### config.mk
export PLATFORM = sky130hd
export DESIGN_NAME = mem_port_arbiter
export DESIGN_NICKNAME = d
export VERILOG_FILES = /design/src/rtl/mem_arb_pkg.sv /design/src/rtl/mem_arb_sel.sv /design/src/rtl/mem_port_arbiter.sv
export SDC_FILE = /design/constraint.sdc
export NUM_CORES = 1
export LEC_CHECK = 0
export CAP_MARGIN = 20
export CORE_MARGIN = 2
export CORE_UTILIZATION = 35
export DETAILED_ROUTE_END_ITERATION = 12
export GPL_TIMING_DRIVEN = 0
export HOLD_SLACK_MARGIN = 0.05
export PLACE_DENSITY = 0.87
export RECOVER_POWER = 100
export SLEW_MARGIN = 10
export SYNTH_ARGS = -nofsm -noshare
export SYNTH_HDL_FRONTEND = slang
export SYNTH_SLANG_ARGS = --single-unit
### constraint.sdc
create_clock -name clk -period 2.4 [get_ports clk]
set_input_delay 0.24 -clock clk [delete_from_list [all_inputs] [get_ports clk]]
set_output_delay 0.24 -clock clk [all_outputs]
set_load 0.03 [all_outputs]
### src/rtl/mem_arb_pkg.sv
// rtl/mem_arb_pkg.sv - shared types and widths for the core memory port arbiter
package mem_arb_pkg;

  localparam int ADDR_W = 32;
  localparam int DATA_W = 32;
  localparam int STRB_W = 4;

  typedef enum logic [1:0] {
    IDLE   = 2'd0,
    ACCESS = 2'd1,
    WAIT   = 2'd2
  } state_t;

  typedef enum logic {
    REQ_IF = 1'b0,
    REQ_D  = 1'b1
  } req_id_t;

endpackage

### src/rtl/mem_arb_sel.sv
// rtl/mem_arb_sel.sv - combinational IF/D winner select; MEM_ARB_RR_EN selects round-robin
module mem_arb_sel
  import mem_arb_pkg::*;
(
  input  logic       if_req,
  input  logic       d_req,
  input  logic       starved,
  input  req_id_t    last_owner,
  output logic [1:0] gnt
);

`ifdef MEM_ARB_RR_EN
  logic unused_starved;
  assign unused_starved = starved;
`else
  logic unused_last_owner;
  assign unused_last_owner = last_owner;
`endif

  // One-hot winner; ties go to the policy, single requests always win
  always_comb begin
    gnt = '0;
    if (if_req && d_req) begin
`ifdef MEM_ARB_RR_EN
      if (last_owner == REQ_D) gnt[REQ_IF] = 1'b1;
      else                     gnt[REQ_D]  = 1'b1;
`else
      if (starved) gnt[REQ_IF] = 1'b1;
      else         gnt[REQ_D]  = 1'b1;
`endif
    end else if (if_req) begin
      gnt[REQ_IF] = 1'b1;
    end else if (d_req) begin
      gnt[REQ_D] = 1'b1;
    end
  end

endmodule

### src/rtl/mem_port_arbiter.sv
// rtl/mem_port_arbiter.sv - shares one fixed-latency memory port between IF and D; MEM_ARB_RR_EN selects round-robin
module mem_port_arbiter
  import mem_arb_pkg::*;
#(
  parameter int READ_LATENCY = 1,
  parameter int MAX_WAIT     = 4
)(
  input  logic              clk,
  input  logic              rst_n,
  input  logic              if_req,
  input  logic [ADDR_W-1:0] if_addr,
  output logic              if_gnt,
  output logic              if_rvalid,
  output logic [DATA_W-1:0] if_rdata,
  input  logic              d_req,
  input  logic [ADDR_W-1:0] d_addr,
  input  logic [STRB_W-1:0] d_we,
  input  logic [DATA_W-1:0] d_wdata,
  output logic              d_gnt,
  output logic              d_rvalid,
  output logic [DATA_W-1:0] d_rdata,
  output logic [ADDR_W-1:0] mem_addr,
  output logic [DATA_W-1:0] mem_wdata,
  output logic [STRB_W-1:0] mem_we,
  input  logic [DATA_W-1:0] mem_rdata
);

  localparam int SC_W = $clog2(MAX_WAIT + 1);
  localparam int LC_W = $clog2(READ_LATENCY + 1);

  state_t          state, state_nxt;
  req_id_t         owner;
  req_id_t         last_owner;
  logic            is_write;
  logic [LC_W-1:0] lat_cnt;
  logic [SC_W-1:0] starve_cnt;
  logic [1:0]      sel_gnt;
  logic            starved;
  logic            rd_done;

  assign starved = (starve_cnt == SC_W'(MAX_WAIT));
  assign rd_done = (lat_cnt == LC_W'(READ_LATENCY));

  mem_arb_sel u_sel (
    .if_req     (if_req),
    .d_req      (d_req),
    .starved    (starved),
    .last_owner (last_owner),
    .gnt        (sel_gnt)
  );

  // State register
  always_ff @(posedge clk or negedge rst_n) begin
    if (!rst_n) state <= IDLE;
    else        state <= state_nxt;
  end

  // Next state, grants and completion pulses; grants only ever leave IDLE
  always_comb begin
    state_nxt = state;
    if_gnt    = 1'b0;
    d_gnt     = 1'b0;
    if_rvalid = 1'b0;
    d_rvalid  = 1'b0;
    if_rdata  = '0;
    d_rdata   = '0;
    case (state)
      IDLE: begin
        if_gnt = sel_gnt[REQ_IF];
        d_gnt  = sel_gnt[REQ_D];
        if (|sel_gnt) state_nxt = ACCESS;
      end
      ACCESS: begin
        if (is_write) begin
          d_rvalid  = 1'b1;
          state_nxt = IDLE;
        end else begin
          state_nxt = WAIT;
        end
      end
      WAIT: begin
        if (rd_done) begin
          if (owner == REQ_IF) begin
            if_rvalid = 1'b1;
            if_rdata  = mem_rdata;
          end else begin
            d_rvalid = 1'b1;
            d_rdata  = mem_rdata;
          end
          state_nxt = IDLE;
        end
      end
      default: state_nxt = IDLE;
    endcase
  end

  // Capture the winner's request into the memory port; strobes live for one cycle
  always_ff @(posedge clk or negedge rst_n) begin
    if (!rst_n) begin
      mem_addr   <= '0;
      mem_wdata  <= '0;
      mem_we     <= '0;
      owner      <= REQ_IF;
      is_write   <= 1'b0;
      last_owner <= REQ_D;
    end else begin
      mem_we <= '0;
      if (if_gnt) begin
        mem_addr   <= if_addr;
        owner      <= REQ_IF;
        is_write   <= 1'b0;
        last_owner <= REQ_IF;
      end else if (d_gnt) begin
        mem_addr   <= d_addr;
        mem_wdata  <= d_wdata;
        mem_we     <= d_we;
        owner      <= REQ_D;
        is_write   <= |d_we;
        last_owner <= REQ_D;
      end
    end
  end

  // Read latency counter: 1 in the first WAIT cycle, data due when it reaches READ_LATENCY
  always_ff @(posedge clk or negedge rst_n) begin
    if (!rst_n) begin
      lat_cnt <= '0;
    end else if (state == ACCESS && !is_write) begin
      lat_cnt <= LC_W'(1);
    end else if (state == WAIT) begin
      lat_cnt <= rd_done ? '0 : lat_cnt + LC_W'(1);
    end
  end

  // Fetch starvation guard: counts IF losses to D, cleared by any IF grant
  always_ff @(posedge clk or negedge rst_n) begin
    if (!rst_n) begin
      starve_cnt <= '0;
    end else if (if_gnt) begin
      starve_cnt <= '0;
    end else if (d_gnt && if_req && !starved) begin
      starve_cnt <= starve_cnt + SC_W'(1);
    end
  end

`ifndef SYNTHESIS
  a_if_hold: assert property (@(posedge clk) disable iff (!rst_n)
    (if_req && !if_gnt) |=> (!if_req || $stable(if_addr)));
  a_d_hold: assert property (@(posedge clk) disable iff (!rst_n)
    (d_req && !d_gnt) |=> (!d_req || $stable({d_addr, d_we, d_wdata})));
`endif

endmodule

==> metrics.md <==
| Metric | Value |
|---|---|
| Synth area leaders | `dfrtp_1 (50%), and2_1 (11%), mux2_2 (8.7%), a31oi_1 (5.3%), a21oi_1 (4.5%)` |
| Clk sinks | `76` |
| Type of origin of the critical path | `flip-flop` |
| Net count after synthesis | `517` |
| Outcome | `complete, no violations` |
| Top_reg_cell synth | `dfrtp_1` |
| Actual slew at the worst max-slew pin | `0.9960 ns` |
| Vias | `3,967` |
| Layout fillers | `874` |
| Period utilization | `0.9656` |
| Row count | `37` |
| Hpwl dp | `11,200 um` |
| Via/cell ratio | `4.953` |
| Async SR Flop Fraction | `1.000` |
| Die H | `107.8 um` |
| Sequential share of the synthesized area | `0.5048` |
| # DRC | `0` |
| Placed cell area | `6668 sq um` |
| Worst rel slew slack | `0.3360` |
| Synth cell types | `33` |
| Fmax | `431.5 MHz` |
| Most frequent CP cell | `buf_6` |
| Grt ovf | `0` |
| Max Cap Viol | `0` |
| Cells along the critical path | `inv_1 -> ha_2 -> nand2_1 -> a31oi_4 -> buf_6 -> buf_6 -> clkdlybuf4s18_2` |
| Mean post-synth cell area | `10.02 sq um` |
| RSZ-0062 raised after global routing | `true` |
| Layout cells sized above 1 | `0.2105` |
| Leakage | `2.884 nW` |
| Initial DRC count | `233` |
| Worst Hold Class | `in2reg` |
| Longest Clk Path Bufs | `2` |
| CTS Root Cell | `clkbuf_8` |
| Worst path required time | `2.16 ns` |
| VDD IR max | `0.0007035 V` |
| Placed cells | `784` |
| Routed WL per cell | `17.56 um` |
| Synth top area share | `0.5048` |
| Antenna Nets Post-Route | `0` |
| Worst Path Buf+Inv | `4` |
| Final setup fails | `0` |
| Fin Clk Skew | `0.01964 ns` |
| Worst-path fanout max | `10` |
| Core Util, Final | `0.6380` |
| Final Instance Count excl. Fillers | `801` |
| Port buffer count | `271` |
| Clock-pin transition on the worst setup and hold timing paths | `0.10 ns` |
| Area leader, netlist | `dfrtp_1` |
| Area grow syn2layout | `75.62%` |
| Final WL | `14,070 um` |
| Area of the core | `10,370 sq um` |
| Nets | `801` |
| Ys Warns | `0` |
| Final Wtd Congestion | `0.7973` |
| Cell area after layout | `6616 sq um` |
| Crit path time final | `2.317 ns` |
| Total die area | `11,610 sq um` |
| I/O pin cnt | `272` |
| Crit Path Class | `reg2out` |
| Pins over their slew limit | `0` |
| First-pass GRT wire length | `21,370 um` |
| Post-Synthesis Cell Area | `3767 sq um` |
| Total CTS buffers | `9` |
| Initial antenna violation count | `0` |
| CTS H-tree lvls | `3` |
| # Post-CTS Setup Buffers | `0` |
| Top post-synthesis cells by count | `dfrtp_1 (76), and2_1 (69), nor2_1 (35), a21oi_1 (34), o21ai_0 (34)` |
| Delay-heaviest family, CP | `buffers and inverters` |
| N_diodes | `0` |
| CP max stage cell | `dfrtp_1` |
| Gr usage total | `0.2383` |
| Post-synth EDFFs | `0` |
| Largest net degree at the start of global routing | `42` |
| Register bit total from synthesis | `76` |
| CTS tree | `yes` |
| Initial core utilization | `0.3633` |
| Worst skew pair latency | `0.36 ns` |
| Delay of the slowest cell on the worst path | `0.40 ns` |
| Pwr per Cell Area | `1199 nW/um^2` |
| Pwr Total | `7.935 mW` |
| Drt first pass iters | `5` |
| Final Hold Vio Count | `0` |
| WP data arrival | `2.08 ns` |
| Most common cell in the netlist | `dfrtp_1` |
| Vias in the first global route | `4,105` |
| Cells after Synth | `376` |
| Worst setup EP type | `output port` |
| Horiz. Die Dim | `107.8 um` |
[metrics by stage]
stage           TNS (ns)  setup slack, ns  hold WS (ns)
2_1_floorplan          0           0.4592      -0.05559
3_3_place_gp     -114.83           -1.500        0.4734
3_5_place_dp      -2.193          -0.1044        0.2543
4_1_cts        -0.009464        -0.009464        0.4063
5_1_grt          -0.6624         -0.06748        0.4320
6_report               0          0.08254        0.4300
[cell usage in the layout, fill, tap and decap left out, types with 2 or more instances in the layout]
master / count
a21oi_1: 34
a31oi_1: 32
and2_1: 69
buf_1: 2
buf_2: 14
buf_4: 2
buf_6: 2
clkbuf_1: 2
clkbuf_2: 63
clkbuf_4: 2
clkbuf_8: 9
clkdlybuf4s15_2: 5
clkdlybuf4s50_1: 202
clkinvlp_4: 2
dfrtp_1: 76
dlygate4sd2_1: 7
ha_1: 4
inv_1: 4
inv_6: 2
mux2_1: 3
mux2_2: 29
nand2_1: 6
nand2b_1: 2
nor2_1: 34
nor2b_1: 2
o21ai_0: 34
o21ai_1: 2
[tightest hold or removal path: stages]
cell and delay, ns:
clkdlybuf4s50_1 0.39, o21ai_0 0.07, a21oi_1 0.06
[per-layer routing]
| metal | vias up | GRT usage | routed length (um) | share of wire |
|---|---|---|---|---|
| met5 | - | 0 | 0 | 0 |
| met4 | 0 | 0.08791 | 405 | 0.029 |
| met3 | 35 | 0.07567 | 1290 | 0.092 |
| met2 | 213 | 0.4272 | 7219 | 0.51 |
| met1 | 1849 | 0.2624 | 5149 | 0.37 |
| li1 | 1870 | - | - | - |
[cells by family (layout without fill, tap and decap cells)]
logic type               Yosys count  count (layout)  share of synthesized area
flip-flops                        76              76                     0.5048
multiplexers                      33              33                    0.09830
AO/OA/AOI/OAI                    110             110                     0.1661
buffers and inverters             34             323                    0.04483
adder cells (fa/ha/maj)            5               5                    0.01661
XOR/XNOR                           1               1                   0.002325
AND/OR/NAND/NOR                  117             117                     0.1671
[flip-flops by register name (all words and copies together), names as in the netlist]
register and count:
lat_cnt 1, mem_addr 32, owner 1, mem_we 4
is_write 1, mem_wdata 32, starve_cnt 3, state 2
[final timing paths]
path	start	endpoint	slack, ns	cells past startpoint
min in group asynchronous	rst_n	mem_addr[4]$_DFFE_PN0P_	0.59	2
worst min register to register	mem_wdata[5]$_DFFE_PN0P_	mem_wdata[5]$_DFFE_PN0P_	0.50	1
worst max-delay path	state[1]$_DFFE_PN0P_	d_gnt	0.08	7
worst min-delay path	d_addr[4]	mem_addr[4]$_DFFE_PN0P_	0.43	3
worst max register to register	state[1]$_DFFE_PN0P_	mem_wdata[4]$_DFFE_PN0P_	0.52	7
max in group asynchronous	rst_n	is_write$_DFFE_PN0P_	0.38	3
[where the power goes]
group | total, mW | switching [mW] | internal [mW]
Combinational | 4.73 | 2.73 | 2.00
Clock | 0.948 | 0.548 | 0.400
Sequential | 2.26 | 0.356 | 1.90
[repair_timing]
action	4_1_cts	5_1_grt
hold buffers	1	0
hold endpoints to repair	40	0
gates resized for setup	124	87
gates cloned	0	0
pin swaps	0	0
endpoints found under the setup margin	68	62
[layout make-up]
type,count,area (sq um),area share
Sequential cell,76,1902,0.2874
Clock buffer,9,123.9,0.01872
Timing Repair Buffer,273,2445,0.3695
Buffer,30,167.7,0.02534
Multi-Input combinational cell,266,1724,0.2606
Inverter,4,15.01,0.002269
Clock inverter,7,68.82,0.01040
Tap cell,136,170.2,0.02572
No activity file was read; power rests on OpenSTA's default activity.
